`src/rtl/result_sender_pkg.sv`:
```
// Shared types, ASCII constants and the nibble-to-character helper for the result sender.
// Latency: n/a (package only).
// Backpressure: n/a (package only).
package result_sender_pkg;

  typedef enum logic [2:0] {
    IDLE,
    LOAD,
    STROBE,
    WAIT_BUSY,
    WAIT_DONE,
    NEXT
  } state_t;

  localparam logic [7:0] ASCII_0  = 8'h30;
  localparam logic [7:0] ASCII_A  = 8'h41;
  localparam logic [7:0] ASCII_LA = 8'h61;
  localparam logic [7:0] ASCII_CR = 8'h0D;
  localparam logic [7:0] ASCII_LF = 8'h0A;

  // 0-9 map onto '0'..'9'; 10-15 map onto 'A'..'F' or 'a'..'f'.
  // The letter base is pre-biased by -10 so one adder serves both ranges.
  function automatic logic [7:0] nib2ascii(input logic [3:0] nib, input logic upper);
    logic [7:0] base;
    if (nib < 4'd10) begin
      base = ASCII_0;
    end else begin
      base = (upper ? ASCII_A : ASCII_LA) - 8'd10;
    end
    return base + {4'h0, nib};
  endfunction

endpackage

```
`src/rtl/hex_ascii_enc.sv`:
```
// Combinational hex nibble to ASCII character encoder.
// Latency: 0 cycles (pure combinational).
// Backpressure: none; output follows input.
//
// Ports:
//   i_nib   : 4-bit nibble to encode
//   i_upper : 1 selects 'A'-'F', 0 selects 'a'-'f'
//   o_char  : 8-bit ASCII character
module hex_ascii_enc
  import result_sender_pkg::*;
(
  input  logic [3:0] i_nib,
  input  logic       i_upper,
  output logic [7:0] o_char
);

  assign o_char = nib2ascii(i_nib, i_upper);

endmodule

```
`src/rtl/result_ascii_sender.sv`:
```
// Captures an ALU result on request and streams it to uart_tx as ASCII hex, MS nibble first.
// Latency: request accepted at cycle 0 gives the first tx_start at cycle 2; done one cycle after the last tx_busy fall.
// Backpressure: one byte in flight; waits for tx_busy to rise then fall (or a rise timeout) before the next byte.
//
// Ports:
//   i_clk, i_reset           : clock, synchronous active-high reset
//   i_send_req, i_result     : capture request (honoured only in IDLE) and the value to send
//   i_tx_busy                : busy flag from uart_tx
//   o_tx_start, o_tx_data    : one-cycle enable strobe and byte to uart_tx
//   o_busy, o_done, o_overrun: message in progress, end-of-message pulse, sticky ignored-request flag
//
// Build option: define RESULT_TX_CRLF_EN to append CR, LF after the hex characters.
module result_ascii_sender
  import result_sender_pkg::*;
#(
  parameter int DATA_W        = 8,
  parameter int BUSY_WAIT_MAX = 15,
  parameter int UPPERCASE     = 1
) (
  input  logic              i_clk,
  input  logic              i_reset,
  input  logic              i_send_req,
  input  logic [DATA_W-1:0] i_result,
  input  logic              i_tx_busy,
  output logic              o_tx_start,
  output logic [7:0]        o_tx_data,
  output logic              o_busy,
  output logic              o_done,
  output logic              o_overrun
);

  localparam int NIB = DATA_W / 4;
`ifdef RESULT_TX_CRLF_EN
  localparam int LAST = NIB + 1;
`else
  localparam int LAST = NIB - 1;
`endif
  localparam int IDX_W = (LAST > 0) ? $clog2(LAST + 1) : 1;
  localparam int WC_W  = (BUSY_WAIT_MAX > 0) ? $clog2(BUSY_WAIT_MAX + 1) : 1;

  state_t            r_state;
  logic              r_tx_start;
  logic [7:0]        r_tx_data;
  logic              r_busy;
  logic              r_done;
  logic              r_overrun;
  logic [IDX_W-1:0]  r_idx;
  logic [WC_W-1:0]   r_wcnt;
  logic [DATA_W-1:0] r_shadow;

  logic [3:0] w_nib;
  logic [7:0] w_hex;
  logic [7:0] w_char;
  logic       w_last;
  logic       w_upper;

  assign w_upper = (UPPERCASE != 0);
  assign w_last  = (r_idx == IDX_W'(LAST));

  // Pick the nibble addressed by r_idx; index 0 is the most significant nibble.
  always_comb begin
    w_nib = 4'h0;
    for (int k = 0; k < NIB; k++) begin
      if (r_idx == IDX_W'(k)) begin
        w_nib = r_shadow[DATA_W-1-4*k -: 4];
      end
    end
  end

  hex_ascii_enc u_enc (
    .i_nib   (w_nib),
    .i_upper (w_upper),
    .o_char  (w_hex)
  );

  // Indices past the hex characters carry the line terminator.
  always_comb begin
    w_char = w_hex;
`ifdef RESULT_TX_CRLF_EN
    if (r_idx == IDX_W'(NIB)) begin
      w_char = ASCII_CR;
    end else if (r_idx == IDX_W'(NIB + 1)) begin
      w_char = ASCII_LF;
    end
`endif
  end

  always_ff @(posedge i_clk) begin
    if (i_reset) begin
      r_state    <= IDLE;
      r_tx_start <= 1'b0;
      r_tx_data  <= 8'h00;
      r_busy     <= 1'b0;
      r_done     <= 1'b0;
      r_overrun  <= 1'b0;
      r_idx      <= '0;
      r_wcnt     <= '0;
      r_shadow   <= '0;
    end else begin
      r_tx_start <= 1'b0;
      r_done     <= 1'b0;

      // Requests arriving mid-message are dropped but remembered.
      if (i_send_req && r_busy) begin
        r_overrun <= 1'b1;
      end

      case (r_state)
        IDLE: begin
          if (i_send_req) begin
            r_shadow  <= i_result;
            r_idx     <= '0;
            r_overrun <= 1'b0;
            r_busy    <= 1'b1;
            r_state   <= LOAD;
          end
        end
        LOAD: begin
          // tx_start is registered, so it is raised here to be high during STROBE.
          r_tx_data  <= w_char;
          r_tx_start <= 1'b1;
          r_state    <= STROBE;
        end
        STROBE: begin
          r_wcnt  <= '0;
          r_state <= WAIT_BUSY;
        end
        WAIT_BUSY: begin
          if (i_tx_busy) begin
            r_state <= WAIT_DONE;
          end else if (r_wcnt == WC_W'(BUSY_WAIT_MAX)) begin
            // Transmitter never acknowledged; treat the byte as sent.
            r_done  <= w_last;
            r_state <= NEXT;
          end else begin
            r_wcnt <= r_wcnt + WC_W'(1);
          end
        end
        WAIT_DONE: begin
          if (!i_tx_busy) begin
            // done is registered, so it is raised here to be high during NEXT.
            r_done  <= w_last;
            r_state <= NEXT;
          end
        end
        NEXT: begin
          if (w_last) begin
            r_busy  <= 1'b0;
            r_state <= IDLE;
          end else begin
            r_idx   <= r_idx + IDX_W'(1);
            r_state <= LOAD;
          end
        end
        default: begin
          r_busy  <= 1'b0;
          r_state <= IDLE;
        end
      endcase
    end
  end

  assign o_tx_start = r_tx_start;
  assign o_tx_data  = r_tx_data;
  assign o_busy     = r_busy;
  assign o_done     = r_done;
  assign o_overrun  = r_overrun;

endmodule

```
`config.mk`:
```
export PLATFORM = sky130hd
export DESIGN_NAME = result_ascii_sender
export DESIGN_NICKNAME = d
export VERILOG_FILES = /design/src/rtl/result_sender_pkg.sv /design/src/rtl/hex_ascii_enc.sv /design/src/rtl/result_ascii_sender.sv
export SDC_FILE = /design/constraint.sdc
export NUM_CORES = 1
export LEC_CHECK = 0
export BUFFER_PORTS_ARGS = -buffer_cell sky130_fd_sc_hd__buf_2
export CORE_MARGIN = 2
export CORE_UTILIZATION = 45
export CTS_CLUSTER_SIZE = 10
export DETAILED_ROUTE_END_ITERATION = 12
export PLACE_DENSITY = 0.71
export SLEW_MARGIN = 25
export SYNTH_ARGS = -nofsm -noshare
export SYNTH_HDL_FRONTEND = slang
export SYNTH_SLANG_ARGS = --single-unit
```
`constraint.sdc`:
```
create_clock -name i_clk -period 2 [get_ports i_clk]
set_input_delay 0.4 -clock i_clk [delete_from_list [all_inputs] [get_ports i_clk]]
set_output_delay 0.4 -clock i_clk [all_outputs]
set_load 0.01 [all_outputs]
```
==> impl_metrics.py, run 1 <==
metrics = {
    "place": {
        "dpl.cell_count": 209,
        "io_buffers": 22,
        "postPlaceCellArea_um2": 1491,
        "dp_hpwl_mm": 2.047,
        "place_congestion": 0.8107,
    },
    "worst_setup_path": {
        "r2r_slack_ns": 0.006,
        "worst_setup_path_end_kind": "flop",
        "rr_endpoint": "o_tx_data[4]",
        "worstRegToRegCells": 10,
        "timing.rr.start": "r_idx",
        "worst_setup_path_start_kind": "flop",
        "arrival_ns": 2.21,
        "path_max_fanout": 4,
        "required_ns": 2.22,
        "worst-setup-path-type": "flop to flop",
    },
    "synthesis": {
        "ys_ff_latch": 27,
        "yosysTopAreaCell": "dfxtp_1",
        "synthCells": 154,
        "syn_area_um2": 1286,
        "synth_fp_nets": 170,
        "yosys.area.top_type_share": 0.4202,
        "synth_edf_count": 0,
        "synth_cell_types": 40,
        "async_flop_share": 0,
        "netlist_top_cells_area": "dfxtp_1 42%, a21oi_1 7.4%, nand2_1 6.7%",
        "synth_flop_cell": "dfxtp_1",
        "syn_area_per_cell_um2": 8.352,
        "seq_area_frac_synth": 0.4202,
        "synth_warnings": 0,
    },
    "timing": {
        "slew_headroom": 0.6559,
        "slew_viol_final": 0,
        "finalHoldViolations": 0,
        "rsz0062_at_grt": "true",
        "period_minus_slack_ns": 1.994,
        "setup_viol": 0,
        "tightest_slew_ns": 0.5161,
        "max_freq_mhz": 501.5,
        "finalClockSkew_ns": 0.008558,
        "fin_crit_sh": 0.9971,
    },
    "routing": {
        "wl_per_cell_um": 13.27,
        "vias_per_cell": 5.516,
        "vias": 1186,
        "routed_wirelength_mm": 2.853,
        "drc_errors": 0,
        "postRouteAntennaNets": 0,
        "drt_pass1_iterations": 4,
        "drt_iter0_markers": 20,
    },
    "floorplan": {
        "die_w_um": 57.47,
        "die_y_um": 57.47,
        "pin_count": 24,
        "rows": 19,
        "core_area_um2": 2734,
        "die_area_um2": 3302,
        "start_util": 0.4705,
    },
    "clock_tree": {
        "htreeDepth": 1,
        "cts_buffers": 3,
        "cts_tree": "done",
        "clockBufferDepth": 2,
        "cts_num_sinks": 27,
        "clk_pin_slew_ns": 0.14,
        "cts_root_buf": "clkbuf_4",
        "insertion_delay_ns": 0.32,
    },
    "grt": {
        "grt_pass1_wl_mm": 4.671,
        "gr-usage-all-layers": 0.1773,
        "antenna_found_initial": 0,
        "grt_pass1_vias": 1105,
        "overflow": 0,
        "grt_max_degree": 28,
    },
    "worst_hold_path": {
        "holdPathEnd": "r_shadow[7]",
        "whs_path_depth": 3,
        "hold_path_class": "input pin to flop",
        "hold_start": "i_result[7]",
    },
    "run_status": {
        "status": "finished clean",
    },
    "finish": {
        "drive_above_1_share": 0.3261,
        "diodes": 0,
        "design_area_um2": 1577,
        "stdcell_count": 215,
        "layout.nets": 201,
        "syn_to_final_growth_pct": 22.57,
    },
    "flow_run": {
        "timing.max_cap.violations": 0,
    },
    "pwr": {
        "p_per_area_nw_per_um2": 673.1,
        "ir_drop_mv": 0.5487,
        "power.leakage_nw": 0.6634,
    },
}
[flip-flops by register name, summed over array words and instances (netlist names)]
name and cells:
o_busy 1, r_idx 1, r_wcnt 4, r_shadow 8, o_done 1, o_tx_data 7, r_state 3, o_overrun 1
o_tx_start 1
[layout make-up]
| type | instances | area, um2 |
|---|---|---|
| Timing Repair Buffer | 35 | 207.7 |
| Tap cell | 31 | 38.79 |
| Fill cell | 249 | 1157 |
| Multi-Input combinational cell | 110 | 726.9 |
| Clock buffer | 4 | 26.28 |
| Inverter | 8 | 32.53 |
| Sequential cell | 27 | 544.3 |
[kinds of logic (layout without fill, tap and decap cells)]
kind of cell,after synthesis,after routing,share of synthesized area
AO/OA/AOI/OAI,39,39,0.1848
buffers and inverters,17,47,0.05545
AND/OR/NAND/NOR,58,58,0.2247
flip-flops,27,27,0.4202
adder cells (fa/ha/maj),4,4,0.04475
other,1,1,0.002915
multiplexers,8,8,0.06712
[power by group]
group / total, W / switching (W) / internal [W]
Sequential: 0.000598 / 0.0000258 / 0.000572
Clock: 0.000229 / 0.000151 / 0.0000779
Combinational: 0.000234 / 0.000132 / 0.000102
Total: 0.00106 / 0.000309 / 0.000752
[worst max-delay path by stage]
stage	start	endpoint	slack, ns	cells after the start
2_1_floorplan	r_idx	o_tx_data[4]	0.002	10
3_3_place_gp	r_idx	o_tx_data[4]	0.001	10
3_5_place_dp	r_idx	o_tx_data[4]	-0.08	10
4_1_cts	r_idx	o_tx_data[2]	-0.004	8
5_1_grt	r_idx	o_tx_data[2]	-0.06	8
6_report	r_idx	o_tx_data[4]	0.006	10
[critical path, stage by stage (launching register included)]
cell and delay, ns:
dfxtp_4 0.39, mux2_4 0.23, inv_4 0.04, a21oi_4 0.18, ha_4 0.16, inv_2 0.04, fa_2 0.33, inv_2 0.09
a21oi_2 0.05, a211o_1 0.26, o211a_1 0.13
[Yosys cell counts (2+ instances only)]
master / count
a21oi_1: 19
a32oi_1: 2
mux2_2: 5
nor2_1: 13
a31oi_1: 3
mux2i_1: 3
clkbuf_1: 5
nand3_1: 2
inv_1: 8
o22ai_1: 2
o21ai_0: 4
and3_1: 2
a211oi_1: 2
a22oi_1: 2
dfxtp_1: 27
ha_1: 3
buf_2: 3
nand2_1: 23
nor3_1: 5
[routing by layer]
metal,vias up,global-route usage,routed length (um)
met5,-,0,0
met4,0,0.06645,34
met2,14,0.3182,1458
met1,567,0.2156,1295
li1,601,-,-
met3,4,0.02041,65
[placed cells by master (no fill, tap or decap), types with 2 or more instances in the layout]
master    instances
a31oi_1           3
a32oi_1           2
a21oi_1          16
buf_4            13
dfxtp_1          26
a22oi_1           2
ha_1              2
nand3_1           2
o21ai_0           4
mux2_2            4
clkbuf_4          3
buf_2            22
mux2i_1           2
nor3_1            5
inv_2             2
inv_1             5
a21oi_2           2
nor2_1           13
and3_1            2
o22ai_1           2
nand2_1          23
[per-stage QoR]
step	hold WS, ns	TNS (ns)	util	total power, W	setup WS [ns]
5_1_grt	0.2895	-0.2097	0.5767	0.001124	-0.05626
3_5_place_dp	0.4515	-0.1584	0.5455	0.0008292	-0.07702
3_3_place_gp	0.4427	0	0.5455	0.0008227	0.001110
4_1_cts	0.2886	-0.004138	0.5634	0.001063	-0.004138
2_1_floorplan	0.4329	0	-	0.0007515	0.001569
6_report	0.2988	0	0.5767	0.001061	0.005798
[timing repair]
item | CTS | global route
buffers inserted | 1 | 1
pin swaps | 2 | 8
hold buffers | 0 | 0
resized for setup | 6 | 5
endpoints found under the setup margin | 3 | 4
(Power assumes the default switching activity.)
==> run 2, diff against run 1 <==
--- a/config.mk
+++ b/config.mk
@@ -11,6 +11,7 @@
 export CTS_CLUSTER_SIZE = 10
 export DETAILED_ROUTE_END_ITERATION = 12
 export PLACE_DENSITY = 0.71
+export REMOVE_ABC_BUFFERS = 1
 export SLEW_MARGIN = 25
 export SYNTH_ARGS = -nofsm -noshare
 export SYNTH_HDL_FRONTEND = slang
==> impl_metrics.py, run 2 (synthesized netlist as in run 1, its figures left out) <==
metrics = {
    "finish": {
        "drive_above_1_share": 0.3457,
        "top_register": "r_shadow",
        "syn_to_final_growth_pct": 24.90,
        "layout.nets": 205,
        "largest_reg_flops": 8,
        "fillCellCount": 234,
        "diodes": 0,
        "mostFrequentLayoutCells": "26 x dfxtp_1, 23 x nand2_1, 22 x buf_2",
        "design_area_um2": 1607,
        "stdcell_count": 219,
        "final_common_cell": "dfxtp_1",
    },
    "routing": {
        "wl_per_cell_um": 13.50,
        "routed_wirelength_mm": 2.956,
        "drc_errors": 0,
        "vias_per_cell": 5.489,
        "postRouteAntennaNets": 0,
        "drt_iter0_markers": 43,
        "drt_pass1_iterations": 4,
        "vias": 1202,
    },
    "worst_setup_path": {
        "worstRegToRegCells": 8,
        "worst_setup_path_start_kind": "flop",
        "arrival_ns": 2.37,
        "rr_endpoint": "o_tx_data[2]",
        "timing.rr.start": "r_idx",
        "worst-setup-path-type": "flop to flop",
        "r2r_slack_ns": -0.10,
        "worst_setup_path_end_kind": "flop",
        "startpoint": "r_idx",
        "required_ns": 2.27,
        "path_max_fanout": 5,
    },
    "timing": {
        "finalClockSkew_ns": 0.003942,
        "max_freq_mhz": 475.7,
        "fin_crit_sh": 1.051,
        "tightest_slew_ns": 0.5169,
        "rsz0062_at_grt": "true",
        "setup_viol": 4,
        "slew_headroom": 0.6554,
        "slew_viol_final": 0,
        "period_minus_slack_ns": 2.102,
        "final.setup.worst_slack_ns": -0.1023,
        "finalHoldViolations": 0,
    },
    "clock_tree": {
        "htreeDepth": 1,
        "cts_buffers": 3,
        "insertion_delay_ns": 0.31,
        "cts_root_buf": "clkbuf_4",
        "cts_tree": "done",
        "cts_num_sinks": 27,
        "clk_pin_slew_ns": 0.14,
        "clockBufferDepth": 2,
    },
    "worst_hold_path": {
        "hold_start": "i_tx_busy",
        "hold_path_class": "input pin to flop",
        "whs_path_depth": 2,
        "holdPathEnd": "o_done",
    },
    "grt": {
        "grt_max_degree": 28,
        "grt_pass1_wl_mm": 4.919,
        "grt_pass1_vias": 1216,
        "gr-usage-all-layers": 0.1876,
        "antenna_found_initial": 0,
        "overflow": 0,
    },
    "floorplan": {
        "die_y_um": 57.47,
        "die_area_um2": 3302,
        "die_w_um": 57.47,
        "core_area_um2": 2734,
        "start_util": 0.4705,
        "rows": 19,
        "pin_count": 24,
    },
    "place": {
        "dpl.cell_count": 213,
        "postPlaceCellArea_um2": 1506,
        "io_buffers": 22,
        "place_congestion": 0.8467,
        "dp_hpwl_mm": 2.104,
    },
    "run_status": {
        "status": "complete, but fails checks",
        "violations": "negative setup slack",
    },
    "pwr": {
        "power.leakage_nw": 0.6957,
        "p_per_area_nw_per_um2": 661.2,
        "ir_drop_mv": 0.4508,
    },
    "flow_run": {
        "timing.max_cap.violations": 0,
    },
}
==> run 2: changes by cell type in the layout (fill, tap and decap cells not counted), sizes merged <==
cell,delta
buf,+4
==> run 2: timing repair <==
action	CTS	global route
setup buffers	2	0
cloned	0	0
pin swaps	4	2
hold buffers	0	0
hold endpoints to repair	0	0
setup endpoints to repair	4	5
resized for setup	8	9
==> run 2: through the flow <==
step,util,hold WS (ns),power [W],setup slack (ns),TNS [ns]
6_report,0.5876,0.2906,0.001062,-0.1023,-0.2810
5_1_grt,0.5876,0.2647,0.001132,-0.1781,-0.7561
4_1_cts,0.5735,0.2791,0.001065,-0.03384,-0.04044
3_5_place_dp,0.5510,0.4482,0.0008293,-0.2277,-0.6097
3_3_place_gp,0.5510,0.4428,0.0008230,-0.1340,-0.3125
2_1_floorplan,-,0.4268,0.0007335,-0.3129,-0.9784
==> run 2: area by class of cell <==
type,count,area [um2],share of cell area
tap,31,38.79,0.02414
multi-input combinational,110,725.7,0.4517
clock buffer,4,26.28,0.01636
timing repair buffer,39,241.5,0.1503
sequential,27,544.3,0.3388
inverter,8,30.03,0.01869
==> run 2: worst max-delay path by stage <==
stage | end | slack [ns] | cells past startpoint
2_1_floorplan | o_tx_data[4] | -0.31 | 10
3_3_place_gp | o_tx_data[4] | -0.13 | 10
3_5_place_dp | o_tx_data[4] | -0.23 | 10
4_1_cts | o_tx_data[2] | -0.03 | 8
5_1_grt | o_tx_data[2] | -0.18 | 8
6_report | o_tx_data[2] | -0.10 | 8
==> run 2: routing by layer <==
| metal | track usage | up-vias | wire length (um) |
|---|---|---|---|
| met5 | 0 | - | 0 |
| met4 | 0.08306 | 0 | 50 |
| met3 | 0.02948 | 6 | 71 |
| met2 | 0.3377 | 19 | 1530 |
| met1 | 0.2166 | 569 | 1304 |
| li1 | - | 608 | - |
==> run 2: worst max-delay path, cell delays in order (launching register included) <==
cell and delay (ns):
dfxtp_4 0.39, buf_6 0.12, mux2i_4 0.18, a21oi_2 0.18, ha_2 0.21, inv_2 0.04, fa_2 0.34, or4b_4 0.52
nand3_2 0.06
==> run 2: where the power goes <==
group,total [W],switching [W],internal [W]
Combinational,0.000234,0.000131,0.000103
Sequential,0.000597,0.0000254,0.000572
Clock,0.000231,0.000153,0.0000779
==> run 3, diff against run 2 <==
--- a/config.mk
+++ b/config.mk
@@ -6,11 +6,12 @@
 export NUM_CORES = 1
 export LEC_CHECK = 0
 export BUFFER_PORTS_ARGS = -buffer_cell sky130_fd_sc_hd__buf_2
-export CORE_MARGIN = 2
-export CORE_UTILIZATION = 45
+export CORE_MARGIN = 5
+export CORE_UTILIZATION = 48
 export CTS_CLUSTER_SIZE = 10
 export DETAILED_ROUTE_END_ITERATION = 12
-export PLACE_DENSITY = 0.71
+export MAX_ROUTING_LAYER = met4
+export PLACE_DENSITY = 0.75
 export REMOVE_ABC_BUFFERS = 1
 export SLEW_MARGIN = 25
 export SYNTH_ARGS = -nofsm -noshare
==> impl_metrics.py, run 3 (synthesized netlist as in run 1, its figures left out) <==
metrics = {
    "pwr": {
        "finalPower_w": 0.001069,
        "power.leakage_nw": 0.7014,
        "ir_drop_mv": 0.4844,
        "p_per_area_nw_per_um2": 663.6,
    },
    "clock_tree": {
        "clk_pin_slew_ns": 0.15,
        "clockBufferDepth": 2,
        "insertion_delay_ns": 0.33,
        "cts_num_sinks": 27,
        "htreeDepth": 1,
        "cts_root_buf": "clkbuf_4",
        "cts_tree": "done",
        "cts_buffers": 3,
    },
    "routing": {
        "wl_per_cell_um": 13.34,
        "wl_met3_um": 92,
        "vias": 1201,
        "drt_iter0_markers": 42,
        "drt_pass1_iterations": 4,
        "drc_errors": 0,
        "wl_met1_mm": 1.263,
        "postRouteAntennaNets": 0,
        "routed_wirelength_mm": 2.949,
        "vias_per_cell": 5.434,
        "routed.top_layer": "met4",
        "wl_met2_mm": 1.541,
    },
    "finish": {
        "drive_above_1_share": 0.3508,
        "fillCellCount": 211,
        "syn_to_final_growth_pct": 25.19,
        "mostFrequentLayoutCells": "26 x dfxtp_1, 23 x nand2_1, 22 x buf_2",
        "largest_reg_flops": 8,
        "layout.nets": 208,
        "diodes": 0,
        "top_register": "r_shadow",
        "seqCellArea_um2": 544.3,
        "stdcell_count": 221,
        "final_common_cell": "dfxtp_1",
        "multi_input_area_um2": 708.2,
    },
    "timing": {
        "final.setup.worst_slack_ns": -0.07959,
        "slew_viol_final": 0,
        "finalClockSkew_ns": 0.01054,
        "tightest_slew_ns": 0.5179,
        "max_freq_mhz": 480.9,
        "setup_viol": 3,
        "slew_headroom": 0.6547,
        "finalHoldViolations": 0,
        "period_minus_slack_ns": 2.080,
        "fin_crit_sh": 1.040,
        "rsz0062_at_grt": "true",
    },
    "grt": {
        "grt_pass1_vias": 1184,
        "antenna_found_initial": 0,
        "overflow": 0,
        "grt_pass1_wl_mm": 4.892,
        "grt_max_degree": 28,
        "gr-usage-all-layers": 0.1767,
    },
    "worst_hold_path": {
        "hold_path_class": "input pin to flop",
    },
    "worst_setup_path": {
        "worstPathCellList": "buf_6 -> mux2i_2 -> a21oi_2 -> ha_2 -> inv_2 -> fa_2 -> or4b_4 -> nand3_1",
        "worst_setup_path_end_kind": "flop",
        "critical-path-slowest-cell": "or4b_4",
        "cp_top_family": "simple AND/OR/NAND/NOR gates",
        "cp_num_buf_inv": 2,
        "path_max_fanout": 5,
        "arrival_ns": 2.36,
        "worst-setup-path-type": "flop to flop",
        "required_ns": 2.28,
        "worst_setup_path_start_kind": "flop",
        "max_stage_delay_ns": 0.51,
    },
    "place": {
        "io_buffers": 22,
        "dp_hpwl_mm": 2.067,
        "dpl.cell_count": 214,
        "place_ws_ns": -0.2964,
        "place_congestion": 0.8440,
    },
    "floorplan": {
        "die_area_um2": 3815,
        "die_y_um": 61.77,
        "die_w_um": 61.77,
        "pin_count": 24,
        "core_area_um2": 2522,
        "rows": 18,
        "start_util": 0.5099,
    },
    "run_status": {
        "violations": "negative setup slack",
        "status": "complete, but fails checks",
    },
    "flow_run": {
        "timing.max_cap.violations": 0,
    },
}
[run 3: area by class of cell]
type                            count  area share
Timing Repair Buffer               42      0.1639
Clock buffer                        4     0.01632
Multi-Input combinational cell    110      0.4398
Sequential cell                    27      0.3380
Inverter                            8     0.01865
Tap cell                           30     0.02331
[run 3: routing by layer]
| layer | vias to the layer above | track usage |
|---|---|---|
| met1 | 564 | 0.1881 |
| met2 | 20 | 0.3169 |
| met3 | 7 | 0.03306 |
| met5 | - | - |
| li1 | 610 | - |
| met4 | 0 | 0.07576 |
[run 3: where the power goes]
part / leakage (nW) / internal (W) / switching, W
Combinational: 0.465 / 0.000104 / 0.000129
Sequential: 0.221 / 0.000572 / 0.0000249
Clock: 0.0150 / 0.0000782 / 0.000160
Total: 0.701 / 0.000754 / 0.000314
[run 3: timing repair]
action	in CTS	in global routing
setup buffers	2	1
pin swaps	6	4
resized for setup	12	3
hold buffers	0	0
endpoints found under the setup margin	5	4
[run 3: worst register-to-register path, delay by kind of cell, from the launching register on]
family          cells  cell delay (ns)
buf+inv             2             0.16
simple gates        2             0.58
mux                 1             0.16
compound gates      1             0.17
flops               1             0.40
fa+ha+maj           2             0.56
[run 3: stage by stage]
step	hold WS (ns)	cell area [um2]	util	TNS (ns)
detailed placement	0.4474	1520	0.6027	-0.8190
finish	0.2771	1610	0.6384	-0.2016
global placement	0.4427	1520	0.6027	-0.3925
floorplan	0.4268	1245	-	-0.9784
CTS	0.2724	1589	0.6300	-0.2469
global route	0.2709	1610	0.6384	-0.5246
[run 3: final timing paths]
path / from / endpoint / slack, ns / depth (start not counted)
setup / recovery: r_idx / o_tx_data[2] / -0.08 / 8
hold / removal: i_tx_busy / o_done / 0.28 / 2
setup reg to reg: r_idx / o_tx_data[2] / -0.08 / 8
hold reg to reg: r_shadow[4] / r_shadow[4] / 0.46 / 2
